`src/rtl/hnoc_rr_arbiter.sv`:
```
// -----------------------------------------------------------------------------
// hnoc_rr_arbiter
//
// Round-robin output-port arbiter for the hierarchical NoC switch. Shares one
// outgoing link among NumIn incoming flit streams. Flits ({addr, data}) pass
// through unmodified behind a single registered output stage.
//
// Ports:
//   i_clk        clock, all state on the rising edge
//   i_reset      asynchronous active-high reset
//   i_in_data    flattened input flits, input k at [k*TotalWidth +: TotalWidth]
//   i_in_valid   per-input valid
//   o_in_ready   per-input ready, at most one bit set
//   o_out_data   registered output flit
//   o_out_valid  output flit valid
//   i_out_ready  downstream ready
//   o_grant      one-hot source of the held flit, zero when not valid
//   o_pkt_count  number of completed output handshakes (wraps)
// -----------------------------------------------------------------------------
module hnoc_rr_arbiter #(
    parameter int DataWidth  = 32,
    parameter int AddrWidth  = 4,
    parameter int NumIn      = 4,
    localparam int TotalWidth = DataWidth + AddrWidth,
    localparam int PtrWidth   = (NumIn > 1) ? $clog2(NumIn) : 1
) (
    input  logic                        i_clk,
    input  logic                        i_reset,
    input  logic [NumIn*TotalWidth-1:0] i_in_data,
    input  logic [NumIn-1:0]            i_in_valid,
    output logic [NumIn-1:0]            o_in_ready,
    output logic [TotalWidth-1:0]       o_out_data,
    output logic                        o_out_valid,
    input  logic                        i_out_ready,
    output logic [NumIn-1:0]            o_grant,
    output logic [31:0]                 o_pkt_count
);

    localparam logic [PtrWidth:0]  NumInW  = NumIn;
    localparam logic [NumIn-1:0]   OneHot0 = 1;

    logic [PtrWidth-1:0]   rr_ptr_reg;
    logic [TotalWidth-1:0] out_data_reg;
    logic                  out_valid_reg;
    logic [NumIn-1:0]      grant_reg;
    logic [31:0]           pkt_count_reg;

    logic [TotalWidth-1:0] in_word    [NumIn];
    logic [PtrWidth-1:0]   cand_idx   [NumIn];
    logic [NumIn-1:0]      cand_valid;

    logic                  load_en;
    logic                  win_found;
    logic [PtrWidth-1:0]   win_idx;
    logic [NumIn-1:0]      win_onehot;
    logic [PtrWidth-1:0]   ptr_next;
    logic                  accept;

    // Unpack the flattened input bus and build the rotated candidate list:
    // candidate gi is input (rr_ptr + gi) mod NumIn, so candidate 0 has the
    // highest priority.
    genvar gi;
    generate
        for (gi = 0; gi < NumIn; gi++) begin : g_cand
            localparam logic [PtrWidth:0] Off = gi;
            logic [PtrWidth:0] cand_sum;
            logic [PtrWidth:0] cand_wrap;

            assign in_word[gi]   = i_in_data[gi*TotalWidth +: TotalWidth];
            assign cand_sum      = {1'b0, rr_ptr_reg} + Off;
            assign cand_wrap     = (cand_sum >= NumInW) ? (cand_sum - NumInW) : cand_sum;
            assign cand_idx[gi]  = cand_wrap[PtrWidth-1:0];
            assign cand_valid[gi] = i_in_valid[cand_idx[gi]];
        end
    endgenerate

    // Scan from lowest priority to highest so the highest-priority valid
    // candidate is the last one written.
    always_comb begin
        win_found = 1'b0;
        win_idx   = '0;
        for (int i = NumIn - 1; i >= 0; i--) begin
            if (cand_valid[i]) begin
                win_found = 1'b1;
                win_idx   = cand_idx[i];
            end
        end
    end

    // Pointer moves just past the winner, not merely by one.
    logic [PtrWidth:0] ptr_sum;
    assign ptr_sum  = {1'b0, win_idx} + 1'b1;
    assign ptr_next = (ptr_sum >= NumInW) ? '0 : ptr_sum[PtrWidth-1:0];

    assign load_en    = !out_valid_reg || i_out_ready;
    assign accept     = win_found && load_en;
    assign win_onehot = OneHot0 << win_idx;

    // Reset gates ready low so nothing upstream sees an accept during reset.
    assign o_in_ready = (accept && !i_reset) ? win_onehot : '0;

    always_ff @(posedge i_clk or posedge i_reset) begin
        if (i_reset) begin
            rr_ptr_reg    <= '0;
            out_data_reg  <= '0;
            out_valid_reg <= 1'b0;
            grant_reg     <= '0;
            pkt_count_reg <= '0;
        end else begin
            if (load_en) begin
                if (win_found) begin
                    out_data_reg  <= in_word[win_idx];
                    out_valid_reg <= 1'b1;
                    grant_reg     <= win_onehot;
                    rr_ptr_reg    <= ptr_next;
                end else begin
                    // Data is left as-is; it is don't-care while not valid.
                    out_valid_reg <= 1'b0;
                    grant_reg     <= '0;
                end
            end
            if (out_valid_reg && i_out_ready) begin
                pkt_count_reg <= pkt_count_reg + 32'd1;
            end
        end
    end

    assign o_out_data  = out_data_reg;
    assign o_out_valid = out_valid_reg;
    assign o_grant     = grant_reg;
    assign o_pkt_count = pkt_count_reg;

endmodule

```
`config.mk`:
```
export PLATFORM = sky130hd
export DESIGN_NAME = hnoc_rr_arbiter
export DESIGN_NICKNAME = d
export VERILOG_FILES = /design/src/rtl/hnoc_rr_arbiter.sv
export SDC_FILE = /design/constraint.sdc
export NUM_CORES = 1
export LEC_CHECK = 0
export CORE_UTILIZATION = 40
export DETAILED_ROUTE_END_ITERATION = 12
export PLACE_DENSITY = 0.91
export SKIP_CTS_REPAIR_TIMING = 1
export SLEW_MARGIN = 20
export SYNTH_ARGS = -nofsm -noshare
export SYNTH_HDL_FRONTEND = slang
export SYNTH_SLANG_ARGS = --single-unit
```
`constraint.sdc`:
```
create_clock -name i_clk -period 3.8 [get_ports i_clk]
set_clock_uncertainty 0.2 [all_clocks]
set_input_delay 0.76 -clock i_clk [delete_from_list [all_inputs] [get_ports i_clk]]
set_output_delay 0.76 -clock i_clk [all_outputs]
set_load 0.03 [all_outputs]
```
Word level (Yosys, flattened, before mapping):

Cells that the tools add are included.

* shift operators: 1
* reduce and logical (&&, ||, !) cells: 7
* add/sub/neg operators: 9
* magnitude comparators: 10
* bitwise logic cells: 1
* muxes and demuxes: 27

Operators by type and width (count)
* 36-bit binary-select mux with 2-bit select: 1
* 36-bit two-way mux: 2
* 32-bit by 1-bit adder with 32-bit output (second input constant): 1
* 2-bit two-way mux: 9
* 3-bit >= comparator (second input constant): 5
* 2-bit by 3-bit less-than comparator with 1-bit output (second input constant): 4
* 1-bit two-way mux: 9
* 1-bit binary-select mux with 2-bit select: 4
* 4-bit two-way mux: 2
* 2-bit by 1-bit subtractor with 2-bit output (second input constant): 4
* 2-bit by 1-bit adder with 3-bit output (second input constant): 2
* 2-bit by 2-bit adder with 3-bit output (second input constant): 2
* 1-bit by 2-bit << shifter with 4-bit output (first input constant): 1
* 2-bit by 3-bit >= comparator with 1-bit output (second input constant): 1
* 1-bit logical AND: 3
* 2-bit NOT with 3-bit output: 1
* 1-bit zero test: 2
* 2-bit AND reduction: 1
* 1-bit logical OR: 1

* register bits after elaboration: 75
* logic and storage cells: 60

Longest topological paths before layout:

Gate-level depths: netlist of the first run.

* depth in word-level cells: 13
* gate-level depth with buffers: 8
* depth with buffers taken out: 6

Least setup slack after synthesis of the first run:

No wires, ideal clock.

* kind: in2out
* start point: input i_reset
* end point: output o_in_ready[0]
* arrival: 2.900 ns
* required time: 2.840 ns
* stages on the path: 2
* slack: -0.060 ns
* path buffers: 0
* cell sequence: inv_1 and3_1

* word-level cells in the longest chain between the ends: 3

RTL lines
* from (decl): line 28 `input logic i_reset,`
* 1-bit zero test (no line)
* 1-bit logical AND: line 100 `assign o_in_ready = (accept && !i_reset) ? win_onehot : '0;`
* 4-bit two-way mux: line 100
* to (decl): line 31 `output logic [NumIn-1:0] o_in_ready,`

No other way between the ends.

Worst setup path in the final report of the first run:

* start point: input i_in_valid[3]
* end point: output o_in_ready[0]

* word-level cells in the longest chain between the ends: 9
* elaborated cells between the ends (all ways): 20
* those cells by class: 1 x shift; 17 x mux; 2 x reduce/logical

RTL lines
* from (decl): line 30 `input logic [NumIn-1:0] i_in_valid,`
* 1-bit binary-select mux with 2-bit select: line 73 `assign cand_valid[gi] = i_in_valid[cand_idx[gi]];`
* 1-bit two-way mux (not written as such): line 73
* 1-bit two-way mux (4 in series): line 83 `if (cand_valid[i]) begin`
* 1-bit logical AND: line 96 `assign accept = win_found && load_en;`
* 1-bit logical AND: line 100
* 4-bit two-way mux (*): line 100

Every way passes the cells marked *; elsewhere a longest branch is shown, timed or not. The select of a mux whose other input is x is not followed.

==> metrics.txt, run 1 <==
Pwr Total 3.836 mW; outcome finished, final reports clean; io pins 228; largest area contributor in the synthesized netlist dfrtp_1; Max VDD drop 315.8 µV; GPL Wtd Cong 0.8412; actual slew at the worst max-slew pin 705.9 ps; die area between 10000 and 15000 µm²; static leakage 3.135 nW; fin cells 826; Initial Utilization 41.18%; unrepaired setup endpoints after global routing false; Synth Instances ~450; Tmin final 3649 ps; global-route usage over all layers 25.11%; placed insts 810; CTS tree built; synthesized area 4464 µm²; die width 107.6 µm; global-route wire length before repair 22400 µm; Worst Setup End Kind primary output; Top FF cell, synth dfrtp_1; crit path max fanout 7; WP data arrival 2690 ps; Setup violations, final 0; clk sink count 75; Vias 4452; asr flop ratio synth 100.0%; PwrDens roughly 540 nW/µm²; routed wire length 14300 µm; Critical Path RT 2840 ps; Synth Area per Inst 9.877 µm²; IO Port Bufs 227; clock slew at reported path FFs 80 ps; max-cap violations 0; synth unique cells 40; clk buf depth 2; number of antenna-violating nets in the routed design 0; f_max roughly 270 MHz; DP HPWL about 11000 µm; core area 10840 µm²; Slew Limit Fails 0; initial antenna violation count 0; Clock Tree Root clkbuf_8; Net Count, Synth 608; net count reported at finish 837; max FFs per register 36; WS Path Type input port to primary output; Cell Rows 38; Yosys top cell area share 42.04%; Post-synth EDFFs 0; Final Worst Setup Slack 151.3 ps; pre-CTS setup slack -81.32 ps; final hold violation count 0; vias in the first global route approximately 4500; largest net degree at the start of global routing 55; Worst-Skew Late Latency 340 ps; Slew headroom 52.94%; share of cells above drive strength 1 11.81%; Diodes inserted 0; chip height 107.6 µm; drt wl/cell between 15 and 20 µm; Ys Warns 0; CTS buffer count 9; Area Overhead vs Synth 60.40%; Hold Path Class flop to flop; Starting DRT DRC Count 231; H-tree Lvls 3; DRC viols 0; drt first pass iters 8; total grt overflow 0; Critical Path Source Type input port; post-synthesis register bit count 75; Area contributors post-synth dfrtp_1 (42%), o211ai_2 (8.4%), mux2i_1 (8.1%); Final period util about 96%; vias per cell 5.390; post-synthesis sequential area ratio 42.04%
==> cells in the final DEF, fill, tap and decap left out, types with 2 or more instances in the layout <==
cell / count
dfrtp_1: 75
a21o_1: 37
and3_1: 8
mux2i_1: 36
nand2b_1: 4
o21ai_0: 37
dlymetal6s2s_1: 2
nor2_1: 13
xor2_1: 10
o211ai_2: 30
nand4_1: 7
clkbuf_8: 10
o211ai_1: 6
and4_1: 2
ha_1: 5
clkdlybuf4s50_1: 223
nor4_2: 2
clkinvlp_4: 3
nand3_1: 48
buf_12: 4
and3b_1: 2
buf_4: 19
xnor2_1: 21
a22o_1: 4
inv_1: 4
nand2_1: 54
==> cells in the mapped netlist, drive strengths merged (7+ instances only) <==
cell,number
clkbuf,19
o211ai,36
dfrtp,75
buf,11
nand2,54
xnor2,21
nor2,14
nand4,7
and3,8
o21ai,38
xor2,10
nand3,48
a21o,37
mux2i,36
==> per-layer routing <==
metal / GRT usage (%) / vias to the layer above / wire, µm
met5: 0 / - / 0
met4: 10.08 / 0 / 372
met3: 5.993 / 33 / 1030
met2: 44.05 / 213 / 7247
met1: 29.30 / 2116 / 5644
li1: - / 2090 / -
==> path summary, 6_finish.rpt <==
path | startpoint | endpoint | slack (ps) | cells past startpoint
worst max-delay path | i_in_valid[3] | o_in_ready[0] | 150 | 10
worst min-delay path | o_pkt_count[31] | o_pkt_count[31] | 270 | 1
worst max register to register | rr_ptr_reg[1] | o_out_data[13] | 1210 | 8
worst min register to register | o_pkt_count[31] | o_pkt_count[31] | 270 | 1
max in group asynchronous | i_reset | o_out_data[32] | 2120 | 3
min in group asynchronous | i_reset | o_grant[1] | 660 | 3
==> power by group <==
part | switching (mW) | internal [mW] | total (mW)
registers | 0.165 | 1.02 | 1.18
clock network | 0.306 | 0.257 | 0.564
logic | 1.17 | 0.923 | 2.09
total | 1.64 | 2.20 | 3.84
==> per-stage QoR <==
step / cell area, µm² / utilization [%] / hold WS [ps] / setup TNS (ps)
final: 7161 / 66.05 / 275.0 / 0
after global routing: 7161 / 66.05 / 294.5 / 0
after CTS: 7156 / 66.01 / 278.1 / -161.3
after detailed placement: 6977 / 64.36 / 266.3 / -154.8
after global placement: 6977 / 64.36 / 261.0 / -6.781
after floorplan: 4468 / - / 299.4 / 0
==> critical path, cell delays in order <==
cell	delay, ps
clkdlybuf4s50_1	460
buf_4	140
nand2_1	80
a31o_2	290
nor2_2	170
buf_4	140
inv_2	90
ha_1	240
and3_1	150
buf_4	160
==> cell families after synthesis <==
kind of cell | count (synthesis) | synth area share (%)
adder cells (fa/ha/maj) | 5 | 1.401
buffers and inverters | 36 | 4.064
flip-flops | 75 | 42.04
AO/OA/AOI/OAI | 119 | 21.61
XOR/XNOR | 31 | 6.082
multiplexers | 37 | 8.324
AND/OR/NAND/NOR | 149 | 16.48
==> layout make-up <==
type                    instances  area [µm²]
flip-flops and latches         75        1877
clock inverters                 5       37.54
inverters                       6       26.28
clock buffers                  11       141.4
well taps                     140       175.2
repair buffers                248        2480
fillers                       811        3680
multi-input cells             341        2424
(Power assumes the default switching activity.)
==> run 2, diff against run 1 <==
Settings changed: SLEW_MARGIN 20 to 25.
==> results of run 2 <==
No change in the layout: final DEF, timing and power equal those of run 1.
